File: src/rtl/vote_link_n_if.sv
// Peer link of the voting terminal: frame buses plus the rts/rtr/cts/ctr handshake.
interface vote_link_n_if #(
  parameter int NV = 3
);
  logic        rts;
  logic        rtr;
  logic [NV:0] v_in;
  logic [NV:0] v_out;
  logic        cts;
  logic        ctr;

  // Four-phase handshake, one round: terminal raises cts with v_out valid, peer drops rts,
  // terminal raises ctr, peer raises rts with v_in valid, terminal drops ctr, peer drops rtr,
  // terminal drops cts. Neither side moves until it has seen the other side's previous edge.
  modport master (input rts, rtr, v_in, output v_out, cts, ctr);
  modport slave  (output rts, rtr, v_in, input v_out, cts, ctr);
endinterface

File: src/rtl/vote_link_n.sv
// Voting-terminal link controller: collects an NV-bit vote, appends even parity and trades
// frames with a peer. Optional receive parity check: define VOTE_LINK_PARITY_CHECK_EN.
module vote_link_n #(
  parameter int            NV         = 3,
  parameter int            MAX_ROUNDS = 4,
  parameter int            TIMEOUT    = 15,
  parameter logic [NV-1:0] TERM_CODE  = NV'(3'b110)
) (
  input  logic          clock,
  input  logic          reset,
  input  logic          start,
  input  logic          key,
  input  logic          test,
  input  logic [NV-2:0] button,
  output logic          busy,
  output logic          err,
  output logic [3:0]    dbg_state_o,
  vote_link_n_if.master link
);

  // Encoding is fixed so the debug port is stable across builds.
  typedef enum logic [3:0] {
    ST_STARTUP  = 4'd0,
    ST_STANDBY  = 4'd1,
    ST_GET_IN   = 4'd2,
    ST_START_TX = 4'd3,
    ST_SEND     = 4'd4,
    ST_TX_2_RX  = 4'd5,
    ST_RECEIVE  = 4'd6,
    ST_RX_2_TX  = 4'd7,
    ST_END_TX   = 4'd8,
    ST_TEST_1   = 4'd9,
    ST_TEST_2   = 4'd10,
    ST_ERROR    = 4'd11
  } state_t;

  state_t        state_q, state_d;
  logic [NV-1:0] data_q, data_d;
  logic          parity_q, parity_d;
  logic [NV-2:0] last_btn_q, last_btn_d;
  logic [7:0]    rounds_q, rounds_d;
  logic [7:0]    timer_q, timer_d;
  logic [NV:0]   v_out_q, v_out_d;
  logic          cts_q, cts_d;
  logic          ctr_q, ctr_d;
  logic          busy_q, busy_d;
  logic          err_q, err_d;
  logic          timeout;

  always_ff @(posedge clock or negedge reset) begin
    if (!reset) begin
      state_q    <= ST_STARTUP;
      data_q     <= '0;
      parity_q   <= 1'b0;
      last_btn_q <= '0;
      rounds_q   <= '0;
      timer_q    <= '0;
      v_out_q    <= '0;
      cts_q      <= 1'b0;
      ctr_q      <= 1'b0;
      busy_q     <= 1'b0;
      err_q      <= 1'b0;
    end else begin
      state_q    <= state_d;
      data_q     <= data_d;
      parity_q   <= parity_d;
      last_btn_q <= last_btn_d;
      rounds_q   <= rounds_d;
      timer_q    <= timer_d;
      v_out_q    <= v_out_d;
      cts_q      <= cts_d;
      ctr_q      <= ctr_d;
      busy_q     <= busy_d;
      err_q      <= err_d;
    end
  end

  always_comb begin
    state_d    = state_q;
    data_d     = data_q;
    parity_d   = parity_q;
    last_btn_d = last_btn_q;
    rounds_d   = rounds_q;
    v_out_d    = v_out_q;
    cts_d      = cts_q;
    ctr_d      = ctr_q;
    err_d      = err_q;
    timeout    = (timer_q == 8'(TIMEOUT));

    case (state_q)
      ST_STARTUP: begin
        data_d  = '0;
        cts_d   = 1'b0;
        ctr_d   = 1'b0;
        state_d = test ? ST_STANDBY : ST_TEST_1;
      end
      ST_STANDBY: begin
        cts_d = link.rtr;
        if (start) begin
          data_d  = '0;
          err_d   = 1'b0;
          state_d = ST_GET_IN;
        end
      end
      ST_GET_IN: begin
        last_btn_d = button;
        // Commit takes priority: a button edge in the commit cycle is dropped.
        if (!start) begin
          state_d = ST_START_TX;
        end else if (key) begin
          data_d[0]    = 1'b1;
          data_d[NV-1:1] = data_q[NV-1:1] ^ (button & ~last_btn_q);
        end else begin
          data_d = '0;
        end
      end
      ST_START_TX: begin
        parity_d = ^data_q;
        rounds_d = '0;
        state_d  = ST_SEND;
      end
      ST_SEND: begin
        if (link.rtr) begin
          v_out_d = {parity_q, data_q};
          cts_d   = 1'b1;
          if (data_q == TERM_CODE) begin
            state_d = ST_END_TX;
          end else if (rounds_q == 8'(MAX_ROUNDS - 1)) begin
            state_d = ST_END_TX;
            err_d   = 1'b1;
          end else begin
            rounds_d = rounds_q + 8'd1;
            state_d  = ST_TX_2_RX;
          end
        end
      end
      ST_TX_2_RX: begin
        if (!link.rts) begin
          ctr_d   = 1'b1;
          state_d = ST_RECEIVE;
        end else if (timeout) begin
          state_d = ST_ERROR;
        end
      end
      ST_RECEIVE: begin
        if (link.rts) begin
          {parity_d, data_d} = link.v_in;
          ctr_d   = 1'b0;
          state_d = ST_RX_2_TX;
`ifdef VOTE_LINK_PARITY_CHECK_EN
          if (link.v_in[NV] != ^link.v_in[NV-1:0]) begin
            state_d = ST_ERROR;
            err_d   = 1'b1;
          end
`else
`endif
        end else if (timeout) begin
          state_d = ST_ERROR;
        end
      end
      ST_RX_2_TX: begin
        if (!link.rtr) begin
          cts_d   = 1'b0;
          state_d = ST_SEND;
        end else if (timeout) begin
          state_d = ST_ERROR;
        end
      end
      ST_END_TX: begin
        if (!link.rtr) begin
          cts_d   = 1'b0;
          state_d = ST_STANDBY;
        end else if (timeout) begin
          state_d = ST_ERROR;
        end
      end
      ST_TEST_1: begin
        {parity_d, data_d} = link.v_in;
        if (&{parity_q, data_q}) state_d = ST_TEST_2;
      end
      ST_TEST_2: begin
        data_d[0] = ~data_q[0];
        state_d   = ST_SEND;
      end
      ST_ERROR: begin
        if (!start && !link.rtr) state_d = ST_STANDBY;
      end
      default: state_d = ST_STARTUP;
    endcase

    // Error outputs appear on the same edge that enters ERROR.
    if (state_d == ST_ERROR) begin
      cts_d = 1'b0;
      ctr_d = 1'b0;
      err_d = 1'b1;
    end

    if (state_d != state_q) begin
      timer_d = '0;
    end else if (state_q inside {ST_TX_2_RX, ST_RECEIVE, ST_RX_2_TX, ST_END_TX}) begin
      timer_d = timer_q + 8'd1;
    end else begin
      timer_d = '0;
    end

    busy_d = (state_d != ST_STANDBY) && (state_d != ST_STARTUP);
  end

  assign link.v_out  = v_out_q;
  assign link.cts    = cts_q;
  assign link.ctr    = ctr_q;
  assign busy        = busy_q;
  assign err         = err_q;
  assign dbg_state_o = state_q;

endmodule
File: src/flat_wrapper.sv
// flat-port wrapper written by rule: the top's interface ports become plain ports
module vote_link_n_flat 
#(
  parameter int            NV         = 3,
  parameter int            MAX_ROUNDS = 4,
  parameter int            TIMEOUT    = 15,
  parameter logic [NV-1:0] TERM_CODE  = NV'(3'b110)
)
  (clock, reset, start, key, test, button, busy, err, dbg_state_o, link_rts, link_rtr, link_v_in, link_v_out, link_cts, link_ctr);
  vote_link_n_if #(.NV(NV)) link_i ();
  input  logic clock;
  input  logic reset;
  input  logic start;
  input  logic key;
  input  logic test;
  input  logic [NV-2:0] button;
  output logic busy;
  output logic err;
  output logic [3:0] dbg_state_o;
  input wire logic [$bits(link_i.rts)-1:0] link_rts;
  input wire logic [$bits(link_i.rtr)-1:0] link_rtr;
  input wire logic [$bits(link_i.v_in)-1:0] link_v_in;
  output wire logic [$bits(link_i.v_out)-1:0] link_v_out;
  output wire logic [$bits(link_i.cts)-1:0] link_cts;
  output wire logic [$bits(link_i.ctr)-1:0] link_ctr;
  assign link_i.rts = link_rts;
  assign link_i.rtr = link_rtr;
  assign link_i.v_in = link_v_in;
  assign link_v_out = link_i.v_out;
  assign link_cts = link_i.cts;
  assign link_ctr = link_i.ctr;
  vote_link_n #(.NV(NV), .MAX_ROUNDS(MAX_ROUNDS), .TIMEOUT(TIMEOUT), .TERM_CODE(TERM_CODE)) u_core (.clock(clock), .reset(reset), .start(start), .key(key), .test(test), .button(button), .busy(busy), .err(err), .dbg_state_o(dbg_state_o), .link(link_i));
endmodule
File: config.mk
export PLATFORM = sky130hd
export DESIGN_NAME = vote_link_n_flat
export DESIGN_NICKNAME = d
export VERILOG_FILES = /design/src/rtl/vote_link_n_if.sv /design/src/rtl/vote_link_n.sv /design/src/flat_wrapper.sv
export SDC_FILE = /design/constraint.sdc
export NUM_CORES = 1
export LEC_CHECK = 0
export CAP_MARGIN = 20
export CORE_MARGIN = 3
export CORE_UTILIZATION = 56
export CTS_BUF_LIST = sky130_fd_sc_hd__clkbuf_16
export CTS_CLUSTER_SIZE = 28
export DETAILED_ROUTE_END_ITERATION = 8
export PLACE_DENSITY_LB_ADDON = 0.08
export RECOVER_POWER = 50
export SLEW_MARGIN = 40
export SYNTH_ARGS = -nofsm -noshare
export SYNTH_HDL_FRONTEND = slang
export SYNTH_SLANG_ARGS = --single-unit
File: constraint.sdc
create_clock -name clock -period 2.6 [get_ports clock]
set_input_delay 0.52 -clock clock [delete_from_list [all_inputs] [get_ports clock]]
set_output_delay 0.52 -clock clock [all_outputs]
set_load 0.01 [all_outputs]
# Word-level counts from Yosys, hierarchy flattened
# Index checks and enable logic that the tools add are counted.
[totals] register_bits=34 wordCells=116 output_inout_bits=12 in_bits=13
[op_classes] n_eq_ne=30 n_reduce_logical=26 bitwise_logic=4 mux=42 add_sub_neg=2
[op_table] op="4-bit 2-to-1 mux" count=13
[op_table] op="4-bit one-hot mux with 11 select lines" count=1
[op_table] op="8-bit 2-to-1 mux" count=5
[op_table] op="4-bit equality test, second input constant" count=5
[op_table] op="8-bit by 1-bit adder with 8-bit output, second input constant" count=2
[op_table] op="4-bit by 3-bit equality test with 1-bit output, second input constant" count=4
[op_table] op="8-bit one-hot mux with 2 select lines" count=1
[op_table] op="4-bit AND reduction" count=4
[op_table] op="3-bit by 2-bit != test with 1-bit output, second input constant" count=5
[op_table] op="1-bit 2-to-1 mux" count=12
[op_table] op="3-bit 2-to-1 mux" count=4
[op_table] op="2-bit != test, second input constant" count=6
[op_table] op="4-bit nonzero test" count=3
[op_table] op="2-bit one-hot mux with 5 select lines" count=1
[op_table] op="5-bit nonzero test" count=2
[op_table] op="4-bit by 2-bit equality test with 1-bit output, second input constant" count=2
[op_table] op="8-bit by 2-bit equality test with 1-bit output, second input constant" count=1
[op_table] op="8-bit by 4-bit equality test with 1-bit output, second input constant" count=1
[op_table] op="1-bit one-hot mux with 3 select lines" count=2
[op_table] op="1-bit one-hot mux with 6 select lines" count=1
[op_table] op="3-bit AND reduction" count=2
[op_table] op="3-bit nonzero test" count=2
[op_table] op="6-bit nonzero test" count=1
[op_table] op="5-bit AND reduction" count=1
[op_table] op="other kinds (19)" count=23

# Logic depth before layout (Yosys ltp)
[logic_depth] word_depth=8 mapped_depth=8 ltp_nobuf=7

# Worst setup path before layout
# No wires, ideal clock.
[synth_path] path_type="register -> register" startpoint="register u_core.rounds_q[0]" endpoint="register u_core.timer_q[2]" n_path_buf=1 stages_incl_launch_ff=8 required_ps=2522 arrival_ps=1979 slack_ps=543 path_cell_list="dfrtp_1 -> ha_1 -> or3b_2 -> o21ai_4 -> o2111ai_2 -> or3_1 -> buf_6 -> a21oi_1"
[synth_via] elab_chain_len=7
[synth_rtl] item="start, declared" line_no="vote_link_n.sv:41" source="logic [7:0] rounds_q, rounds_d;"
[synth_rtl] item="start signal, assigned" line_no="vote_link_n.sv:68" source="rounds_q <= rounds_d;"
[synth_rtl] item="8-bit by 2-bit equality test with 1-bit output" line_no="vote_link_n.sv:128" source="end else if (rounds_q == 8'(MAX_ROUNDS - 1)) begin"
[synth_rtl] item="4-bit 2-to-1 mux" line_no="vote_link_n.sv:128"
[synth_rtl] item="4-bit 2-to-1 mux" line_no="vote_link_n.sv:126" source="if (data_q == TERM_CODE) begin"
[synth_rtl] item="4-bit 2-to-1 mux" line_no="vote_link_n.sv:123" source="if (link.rtr) begin"
[synth_rtl] item="4-bit one-hot mux with 11 select lines" line_no="vote_link_n.sv:90" source="case (state_q)"
[synth_rtl] item="4-bit != test" line_no="vote_link_n.sv:198" source="if (state_d != state_q) begin"
[synth_rtl] item="8-bit 2-to-1 mux" line_no="vote_link_n.sv:198"
[synth_rtl] item="via u_core.timer_d[2]" line_no="vote_link_n.sv:42" source="logic [7:0] timer_q, timer_d;"
[synth_rtl] item="end signal, assigned" line_no="vote_link_n.sv:69" source="timer_q <= timer_d;"
[synth_rtl] item="end, declared" line_no="vote_link_n.sv:42"
# The timed path passes the listed nets, and every way through them passes these cells.
# A chain may end at the register's enable or synchronous reset.

# Final worst setup path
[layout_path] startpoint="register u_core.rounds_q[0]" endpoint="register u_core.timer_q[3]"
# The elaborated chain is that of the path after synthesis.

==> flow_summary.yaml <==
clock_network:
  cts_max_path_buffers: 2
  htree_num_levels: 2
  cts_resized: 0
  cts_tree: "done"
  post_cts_buffers: 0
  cts.clk_slew.worst_paths_ns: 0.06
  cts_buffers: 5
  clk_latency_ns: 0.28
  clock_sinks: 34
  cts_root_buf: "clkbuf_16"
  hold_buffers: 0
pwr:
  p_per_area_nw_per_um2: 1210
  cell_internal_pwr_w: 0.00198
  p_switching_w: 0.00133
  combinationalPowerShare_pct: 47.4
  ir_drop_mv: 0.836
  p_leak_nw: 1.18
  switching_share_pct: 40.1
  p_seq_share_pct: 29.1
  clock_power_share_pct: 23.5
synth:
  synth_edf_count: 0
  synth_warnings: 0
  syn_avg_cell_area_um2: 8.76
  ys_seq_area_share_pct: 38.5
  synth_area_leaders: "dfrtp_1, nand2_1, a21oi_1, nor2_1, o21ai_0"
  synth-async-reset-ratio_pct: 100
  yosys_register_bits: 34
  yosys.area.top_type: "dfrtp_1"
  yosysUniqueCellTypes: 61
  postSynthCellCount: 252
  synth_nets: 268
  netlist_area_um2: 2210
  synth_flop_cell: "dfrtp_1"
  synth_top_area_share_pct: 38.5
detailed_routing:
  ant_nets: 0
  wl_per_cell_um: 15.9
  vias: 2041
  drt_first_pass_iters: 5
  drt_iter0_markers: 152
  viasPerCell: 6.13
  route.detailed.drc: 0
  totalWireLength_um: 5300
run:
  maxCapViolations: 0
die:
  initial_core_util_pct: 59.0
  die_w_um: 68.8
  coreArea_um2: 3740
  die_area_um2: 4730
  rows: 22
  die_y_um: 68.8
  io_pins: 25
grt:
  grt-ovfl-total: 0
  grt_pass1_vias: 1861
  grt_antenna_before_repair: 0
  grt_pass1_wl_um: 8870
  grt_max_degree: 35
  track_usage_pct: 25.2
worst_setup_path:
  worstPathRequired_ns: 2.71
  endpoint_kind: "flop"
  arrival_ns: 2.59
  cp-start-kind: "flop"
  cp_max_fo: 8
  path_class: "reg -> reg"
timing:
  fmax_ghz: 0.404
  rsz0062_at_grt: "no"
  holdWs_ns: 0.485
  min_period_ns: 2.48
  setup_slack_ns: 0.122
  hold_viol: 0
  drv_slew: 0
  worst_pin_slew_ns: 0.834
  skew_ns: 0.00729
  slew_headroom_pct: 44.4
  period_share_pct: 95.3
  fin_setup_tns_ns: 0
  setup_viol: 0
finish:
  nets: 300
  syn2layout_area_growth_pct: 24.0
  final_area_um2: 2740
  final_cell_mix: "nand2_1, dfrtp_1, nor2_1"
  drive_above_1_share_pct: 14.0
  mostFrequentLayoutCell: "nand2_1"
  n_antenna_cell: 0
placement:
  place_congestion: 0.920
  dp_hpwl_um: 3830
  dp_worst_setup_slack_ns: 0.115
  portBuffers: 24
  placedInstanceArea_um2: 2550
run_status:
  status: "finished, final reports clean"
worst_hold_path:
  hold_class: "reg -> reg"
## power groups by stage
stage               clock network, W  logic [W]  registers [W]
CTS                         0.000788    0.00157       0.000958
global placement                   0    0.00154       0.000961
detailed placement                 0    0.00156       0.000968
floorplan                          0    0.00113       0.000863
finish                      0.000778    0.00157       0.000964
global route                0.000816    0.00173       0.000997
## cell families after synthesis
kind of cell,Yosys count,share of synthesized area (%)
AOI/OAI and AO/OA,72,24.0
xor gates and xnor gates,12,4.76
and+or+nand+nor,104,23.5
DFF,34,38.5
adders and majority gates,4,2.15
buffers and inverters,21,4.53
muxes,5,2.55
## worst max-delay path, cell delays in order (launching register included)
cell and delay, ns:
dfrtp_1 0.42, ha_1 0.24, or3b_2 0.51, o21ai_4 0.21, o2111ai_2 0.21, o21ai_1 0.54, a21oi_1 0.18
## metal layers
layer | vias to the layer above | routed length [um] | part of all wire [%] | track usage, %
met5 | - | 0 | 0 | 0
met3 | 8 | 374 | 7.1 | 6.48
met1 | 963 | 2390 | 45 | 35.5
met4 | 0 | 86 | 1.6 | 7.30
li1 | 984 | - | - | -
met2 | 86 | 2450 | 46 | 38.0
## cell type report
| cell class | instances | area [um2] |
|---|---|---|
| multi-input combinational | 197 | 1260 |
| fill | 306 | 1000 |
| sequential | 34 | 851 |
| timing repair buffer | 39 | 350 |
| clock buffer | 5 | 125 |
| clock inverter | 3 | 68.8 |
| tap | 48 | 60.1 |
| inverter | 7 | 26.3 |
## synth_stat cells, types with 2 or more instances
cell type and number:
nor2_1 20, a31oi_1 2, a21o_1 4, o21ai_0 13, a32oi_1 2, buf_2 6
nand3_1 10, nor3_1 6, o32a_1 2, nand2_1 38, or4_1 2, a21boi_0 2
nand2b_1 6, a22o_1 3, o41ai_1 2, clkbuf_1 4, inv_1 7, dfrtp_1 34
mux2_2 5, nand4_1 4, nand3b_1 2, a211oi_1 5, or3b_2 4, xor2_1 6
nor2b_1 3, o31ai_1 2, xnor2_1 6, or3_1 2, clkbuf_2 2, a21oi_1 15
ha_1 3
## state kept, by name, indices dropped and copies added (netlist names)
signal and count:
u_core.last_btn_q 2, u_core.dbg_state_o 4, u_core.link.ctr 1, u_core.timer_q 8
u_core.err 1, u_core.busy 1, u_core.link.v_out 4, u_core.link.cts 1
u_core.rounds_q 8, u_core.parity_q 1, u_core.data_q 3
## worst paths after layout
check | slack, ns | to | cells after the start | start
max | 0.12 | u_core.timer_q[3] | 6 | u_core.rounds_q[0]
min reg2reg | 0.48 | u_core.link.v_out[2] | 2 | u_core.link.v_out[2]
min | 0.48 | u_core.link.v_out[2] | 2 | u_core.link.v_out[2]
min in group asynchronous | 0.87 | u_core.last_btn_q[0] | 2 | reset
max reg2reg | 0.12 | u_core.timer_q[3] | 6 | u_core.rounds_q[0]
max in group asynchronous | 1.20 | u_core.timer_q[3] | 2 | reset
## through the flow
| step | utilization (%) | instances | power, W |
|---|---|---|---|
| after floorplan | - | 252 | 0.00200 |
| after detailed placement | 68.0 | 325 | 0.00253 |
| final | 73.2 | 333 | 0.00331 |
| after global placement | 68.0 | 325 | 0.00250 |
| after CTS | 73.2 | 333 | 0.00332 |
| after global routing | 73.2 | 333 | 0.00354 |
Power figures use the tool's default switching activity.
